`config.mk`:
```
export PLATFORM = sky130hd
export DESIGN_NAME = btn_conditioner
export DESIGN_NICKNAME = d
export VERILOG_FILES = /design/src/rtl/btn_pkg.sv /design/src/rtl/btn_debounce.sv /design/src/rtl/btn_conditioner.sv
export SDC_FILE = /design/constraint.sdc
export NUM_CORES = 1
export LEC_CHECK = 0
export CORE_ASPECT_RATIO = 0.9
export CORE_UTILIZATION = 44
export CTS_CLUSTER_DIAMETER = 60
export DETAILED_ROUTE_END_ITERATION = 8
export GPL_TIMING_DRIVEN = 0
export SLEW_MARGIN = 20
export SYNTH_ARGS = -nofsm -noshare
export SYNTH_HDL_FRONTEND = slang
export SYNTH_SLANG_ARGS = --single-unit
```
`constraint.sdc`:
```
create_clock -name clk_20Hz -period 2.2 [get_ports clk_20Hz]
set_input_delay 0.44 -clock clk_20Hz [delete_from_list [all_inputs] [get_ports clk_20Hz]]
set_output_delay 0.44 -clock clk_20Hz [all_outputs]
set_load 0.005 [all_outputs]
```
`src/rtl/btn_pkg.sv`:
```
// Shared constants and types for the reaction-game button front end.
// Default timing values are in 20 Hz control-clock cycles.
package btn_pkg;

    localparam int DEBOUNCE_TICKS = 2;
    localparam int REPEAT_DELAY   = 10;
    localparam int REPEAT_PERIOD  = 4;
    localparam int LONG_PRESS     = 40;

    function automatic int hold_width(input int a, input int b);
        return $clog2(((a > b) ? a : b) + 1);
    endfunction

    typedef enum logic [1:0] {
        S_IDLE  = 2'd0,
        S_SHORT = 2'd1,
        S_LONG  = 2'd2
    } s_state_e;

endpackage

```
`src/rtl/btn_debounce.sv`:
```
// Two-flop synchroniser plus consecutive-sample debounce filter for one button.
// press_nxt/release_nxt flag the cycle before the edge on which level flips.
module btn_debounce
    import btn_pkg::*;
#(
    parameter int TICKS = btn_pkg::DEBOUNCE_TICKS
) (
    input  logic clk_20Hz,
    input  logic rst,
    input  logic raw,
    output logic level,
    output logic press_nxt,
    output logic release_nxt
);

    localparam int CNT_W = $clog2(TICKS + 1);

    logic             sync1_q, sync1_d;
    logic             sync2_q, sync2_d;
    logic             level_q, level_d;
    logic [CNT_W-1:0] cnt_q, cnt_d;

    always_comb begin
        sync1_d = raw;
        sync2_d = sync1_q;
        level_d = level_q;
        cnt_d   = '0;
        if (sync2_q != level_q) begin
            if (cnt_q == CNT_W'(TICKS - 1)) begin
                level_d = ~level_q;
            end else begin
                cnt_d = cnt_q + 1'b1;
            end
        end
    end

    always_ff @(posedge clk_20Hz or posedge rst) begin
        if (rst) begin
            sync1_q <= 1'b0;
            sync2_q <= 1'b0;
            level_q <= 1'b0;
            cnt_q   <= '0;
        end else begin
            sync1_q <= sync1_d;
            sync2_q <= sync2_d;
            level_q <= level_d;
            cnt_q   <= cnt_d;
        end
    end

    // Events are registered by the parent so pulses line up with the level flip.
    assign level       = level_q;
    assign press_nxt   = ~level_q & level_d;
    assign release_nxt = level_q & ~level_d;

endmodule

```
`src/rtl/btn_conditioner.sv`:
```
// Debounced levels plus press/repeat/select/long-press pulses for three buttons.
// Macro BTN_AUTOREPEAT_EN adds up/down auto-repeat while held.
module btn_conditioner
    import btn_pkg::*;
#(
    parameter int DEBOUNCE_TICKS = btn_pkg::DEBOUNCE_TICKS,
    parameter int LONG_PRESS     = btn_pkg::LONG_PRESS
) (
    input  logic clk_20Hz,
    input  logic rst,
    input  logic btnU_raw,
    input  logic btnD_raw,
    input  logic btnS_raw,
    output logic btnU,
    output logic btnD,
    output logic btnS,
    output logic up_pulse,
    output logic down_pulse,
    output logic sel_pulse,
    output logic game_rst_req
);

    localparam int HW = hold_width(LONG_PRESS, REPEAT_DELAY);

    logic [2:0] lvl, press_nxt, rel_nxt;
    logic       up_raw, dn_raw;

    btn_debounce #(.TICKS(DEBOUNCE_TICKS)) u_deb_u (
        .clk_20Hz(clk_20Hz), .rst(rst), .raw(btnU_raw),
        .level(lvl[0]), .press_nxt(press_nxt[0]), .release_nxt(rel_nxt[0])
    );
    btn_debounce #(.TICKS(DEBOUNCE_TICKS)) u_deb_d (
        .clk_20Hz(clk_20Hz), .rst(rst), .raw(btnD_raw),
        .level(lvl[1]), .press_nxt(press_nxt[1]), .release_nxt(rel_nxt[1])
    );
    btn_debounce #(.TICKS(DEBOUNCE_TICKS)) u_deb_s (
        .clk_20Hz(clk_20Hz), .rst(rst), .raw(btnS_raw),
        .level(lvl[2]), .press_nxt(press_nxt[2]), .release_nxt(rel_nxt[2])
    );

`ifdef BTN_AUTOREPEAT_EN
    // Countdown to the next repeat; reloaded on press, never underflows.
    logic [HW-1:0] rep_q [2];
    logic [HW-1:0] rep_d [2];
    logic [1:0]    rep_fire;

    always_comb begin
        for (int i = 0; i < 2; i++) begin
            rep_d[i]    = rep_q[i];
            rep_fire[i] = 1'b0;
            if (press_nxt[i]) begin
                rep_d[i] = HW'(REPEAT_DELAY - 1);
            end else if (lvl[i] && !rel_nxt[i]) begin
                if (rep_q[i] == '0) begin
                    rep_fire[i] = 1'b1;
                    rep_d[i]    = HW'(REPEAT_PERIOD - 1);
                end else begin
                    rep_d[i] = rep_q[i] - 1'b1;
                end
            end
        end
    end

    always_ff @(posedge clk_20Hz or posedge rst) begin
        if (rst) begin
            rep_q[0] <= '0;
            rep_q[1] <= '0;
        end else begin
            rep_q[0] <= rep_d[0];
            rep_q[1] <= rep_d[1];
        end
    end

    assign up_raw = press_nxt[0] | rep_fire[0];
    assign dn_raw = press_nxt[1] | rep_fire[1];
`else
    logic unused_rel;
    assign unused_rel = ^rel_nxt[1:0];
    assign up_raw     = press_nxt[0];
    assign dn_raw     = press_nxt[1];
`endif

    s_state_e      state_q, state_d;
    logic [HW-1:0] hold_q, hold_d;
    logic          up_pulse_q, up_pulse_d;
    logic          down_pulse_q, down_pulse_d;
    logic          sel_pulse_q, sel_pulse_d;
    logic          game_rst_req_q, game_rst_req_d;

    always_comb begin
        state_d        = state_q;
        hold_d         = (hold_q == '1) ? hold_q : hold_q + 1'b1;
        sel_pulse_d    = 1'b0;
        game_rst_req_d = 1'b0;
        // Opposing directions in the same cycle cancel each other.
        up_pulse_d     = up_raw & ~dn_raw;
        down_pulse_d   = dn_raw & ~up_raw;
        case (state_q)
            S_IDLE: begin
                hold_d = '0;
                if (press_nxt[2]) state_d = S_SHORT;
            end
            S_SHORT: begin
                if (rel_nxt[2]) begin
                    sel_pulse_d = 1'b1;
                    state_d     = S_IDLE;
                end else if (hold_q == HW'(LONG_PRESS - 1)) begin
                    game_rst_req_d = 1'b1;
                    state_d        = S_LONG;
                end
            end
            S_LONG: begin
                if (rel_nxt[2]) state_d = S_IDLE;
            end
            default: state_d = S_IDLE;
        endcase
    end

    always_ff @(posedge clk_20Hz or posedge rst) begin
        if (rst) begin
            state_q        <= S_IDLE;
            hold_q         <= '0;
            up_pulse_q     <= 1'b0;
            down_pulse_q   <= 1'b0;
            sel_pulse_q    <= 1'b0;
            game_rst_req_q <= 1'b0;
        end else begin
            state_q        <= state_d;
            hold_q         <= hold_d;
            up_pulse_q     <= up_pulse_d;
            down_pulse_q   <= down_pulse_d;
            sel_pulse_q    <= sel_pulse_d;
            game_rst_req_q <= game_rst_req_d;
        end
    end

    assign btnU         = lvl[0];
    assign btnD         = lvl[1];
    assign btnS         = lvl[2];
    assign up_pulse     = up_pulse_q;
    assign down_pulse   = down_pulse_q;
    assign sel_pulse    = sel_pulse_q;
    assign game_rst_req = game_rst_req_q;

endmodule
```
==> flow_metrics.env <==
export IMPL_status="finished, final reports clean"
export IMPL_crit_chain="clkdlybuf4s50_1"
export IMPL_clock_sinks=27
export IMPL_clk_path_buf_depth=2
export IMPL_r2r_setup_slack_ns=0.82
export IMPL_cp_start_kind="flop"
export IMPL_post_route_period_util=0.782
export IMPL_die_area_sq_um=2620
export IMPL_drt_wl_total_um=1480
export IMPL_maxCapViolations=0
export IMPL_dr_total_vias=635
export IMPL_die_x_um=53.9
export IMPL_htreeDepth=1
export IMPL_power_per_cell_area_nw_per_um2=1100
export IMPL_wire_per_inst_um=11.6
export IMPL_syn_area_sq_um=1070
export IMPL_hold_viol=0
export IMPL_fin_ws_ns=0.480
export IMPL_overflow=0
export IMPL_p_sw_mw=0.433
export IMPL_diodes=0
export IMPL_avgSynthCellArea_sq_um=12.4
export IMPL_fillCellCount=191
export IMPL_drtIter0Drc=11
export IMPL_syn_to_final_growth_pct=16.3
export IMPL_crit_required_ns=1.76
export IMPL_gp_congestion=0.704
export IMPL_ctsHoldBuffers=0
export IMPL_core_area_sq_um=2220
export IMPL_ys_types=30
export IMPL_r2r_start="hold_q[0]"
export IMPL_grtUsageTotal=0.142
export IMPL_port_buffers=11
export IMPL_grt_pass1_vias=630
export IMPL_peakVddDrop_v=0.000535
export IMPL_rsz0062_at_grt="no"
export IMPL_cp_slowest_cell="clkdlybuf4s50_1"
export IMPL_antenna_found_initial=0
export IMPL_synth_seq_cells=27
export IMPL_cts_root_buf="clkbuf_4"
export IMPL_io_pins=12
export IMPL_critPathCaptureType="output port"
export IMPL_grt_max_degree=28
export IMPL_setup_viol=0
export IMPL_tightest_slew_ns=0.951
export IMPL_synth_area_leaders="dfrtp_1, and2_1, and3b_1"
export IMPL_endpoint="btnS"
export IMPL_drtPass1Iterations=4
export IMPL_die_h_um=48.7
export IMPL_fin_skew_ns=0.00909
export IMPL_seqPwrFrac=0.546
export IMPL_nets=108
export IMPL_grt_pass1_wl_um=2670
export IMPL_yosysTopAreaCell="dfrtp_1"
export IMPL_netSwitchingFraction=0.317
export IMPL_clkTransAtPathRegs_ns=0.15
export IMPL_syn_num_nets=92
export IMPL_critical_path_max_stage_delay_ns=0.52
export IMPL_p_int_mw=0.932
export IMPL_drc=0
export IMPL_power_frac_comb=0.299
export IMPL_critPathBufInv=1
export IMPL_clk_latency_ns=0.32
export IMPL_max_slew_margin_rel=0.362
export IMPL_synth_cells=86
export IMPL_dpl_hpwl_um=1060
export IMPL_worstPathArrival_ns=1.28
export IMPL_pwr_share_clk=0.155
export IMPL_hold_slack_ns=0.370
export IMPL_p_leak_nw=0.543
export IMPL_max_freq_mhz=581
export IMPL_pre_cts_slack_ns=0.494
export IMPL_floorplan_initialDensity=0.480
export IMPL_row_count=16
export IMPL_rr_worst_depth=4
export IMPL_cp_depth=1
export IMPL_tns_ns=0
export IMPL_ys_seq_area_frac=0.634
export IMPL_viasPerCell=4.96
export IMPL_crit_type="flop to output port"
export IMPL_cts_tree="yes"
export IMPL_r2r_end="hold_q[5]"
export IMPL_critical_path_top_delay_family="buffers and inverters"
export IMPL_yosys_warnings=0
export IMPL_postCtsSetupBuffers=0
export IMPL_cts_resized=0
export IMPL_ant_nets=0
export IMPL_hold_path_class="flop to flop"
export IMPL_min_period_ns=1.72
export IMPL_numCtsBuffers=3
export IMPL_drive_above_1_share=0.0891
export IMPL_critical_path_startpoint="u_deb_s.level"
export IMPL_critPathMaxFanout=5
export IMPL_slew_violations=0
export IMPL_yosysTopAreaCellShare=0.634
[cell families (layout without fill, tap and decap cells)]
group | Yosys count | in the layout | share of synthesized area
muxes | 2 | 2 | 0.0211
AOI/OAI and AO/OA | 14 | 14 | 0.0857
adders and majority gates | 1 | 1 | 0.0117
and+or+nand+nor | 36 | 36 | 0.208
buffers and inverters | 2 | 17 | 0.00704
DFF | 27 | 27 | 0.634
xor gates and xnor gates | 4 | 4 | 0.0329
[how the worst min path moves through the flow]
stage                     from         endpoint  slack [ns]  depth (start not counted)
3_5_place_dp   u_deb_u.sync1_q  u_deb_u.sync2_q        0.34                          0
2_1_floorplan  u_deb_d.sync1_q  u_deb_d.sync2_q        0.33                          0
4_1_cts        u_deb_u.sync1_q  u_deb_u.sync2_q        0.37                          0
3_3_place_gp   u_deb_d.sync1_q  u_deb_d.sync2_q        0.34                          0
6_report       u_deb_u.sync1_q  u_deb_u.sync2_q        0.37                          0
5_1_grt        u_deb_d.sync1_q  u_deb_d.sync2_q        0.38                          0
[cells in the final DEF (no fill, tap or decap), types with 3 or more instances in the layout]
cell and count:
a21oi_1 4, and2_1 5, and3b_1 3, clkbuf_4 3, clkdlybuf4s50_1 11, dfrtp_1 27
nor2_1 6, nor2b_1 4, nor3_1 5, xnor2_1 3
[metal layers]
layer,GRT usage,share of wire,vias up
met5,0,0,-
li1,-,-,328
met1,0.194,0.52,296
met4,0.0789,0.010,0
met2,0.208,0.44,9
met3,0.0283,0.029,2
[Yosys cell counts]
cell and count:
dfrtp_1 27, nor2_1 6, and2_1 5, nor3_1 5, a21oi_1 4, nor2b_1 4
and3b_1 3, xnor2_1 3, inv_1 2, mux2_2 2, nand2_1 2, nand2b_1 2
o21a_1 2, o21ai_0 2, o22ai_1 2, a21boi_0 1, a21o_1 1, and4b_1 1
ha_1 1, nand3_1 1, nand3_2 1, nand4b_1 1, nor3b_1 1, nor4b_1 1
o21ba_2 1, o221ai_1 1, or2_2 1, or3_1 1, or3b_1 1, xor2_1 1
[layout make-up]
cell class                      count  area (sq um)  share of cell area
Timing Repair Buffer               11           110              0.0888
Sequential cell                    27           676               0.545
Multi-Input combinational cell     57           383               0.309
Tap cell                           27          33.8              0.0272
Clock buffer                        3          22.5              0.0182
Clock inverter                      1          7.51             0.00605
Inverter                            2          7.51             0.00605
[metrics by stage]
stage / power (mW) / util / std cells / cell area (sq um)
after detailed placement: 1.17 / 0.544 / 124 / 1210
final: 1.37 / 0.558 / 128 / 1240
after global placement: 1.16 / 0.544 / 124 / 1210
after global routing: 1.49 / 0.558 / 128 / 1240
after CTS: 1.39 / 0.558 / 128 / 1240
after floorplan: 1.02 / - / 86 / 1070
[power by group through the flow]
stage / clock network [mW] / logic, mW / registers (mW)
floorplan: 0 / 0.283 / 0.736
global placement: 0 / 0.407 / 0.749
detailed placement: 0 / 0.414 / 0.758
CTS: 0.228 / 0.416 / 0.747
global route: 0.248 / 0.465 / 0.774
finish: 0.212 / 0.409 / 0.745
[flip-flops by register name, indices dropped and copies added, names as in the netlist]
| signal | cells |
|---|---|
| u_deb_u.cnt_q | 2 |
| down_pulse | 1 |
| game_rst_req | 1 |
| u_deb_u.sync1_q | 1 |
| sel_pulse | 1 |
| u_deb_d.sync1_q | 1 |
| u_deb_s.sync2_q | 1 |
| up_pulse | 1 |
| u_deb_s.level | 1 |
| u_deb_d.sync2_q | 1 |
| u_deb_d.cnt_q | 2 |
| u_deb_d.level | 1 |
| u_deb_u.level | 1 |
| hold_q | 6 |
| state_q | 2 |
| u_deb_s.sync1_q | 1 |
| u_deb_s.cnt_q | 2 |
| u_deb_u.sync2_q | 1 |
No activity file was read; power rests on OpenSTA's default activity.
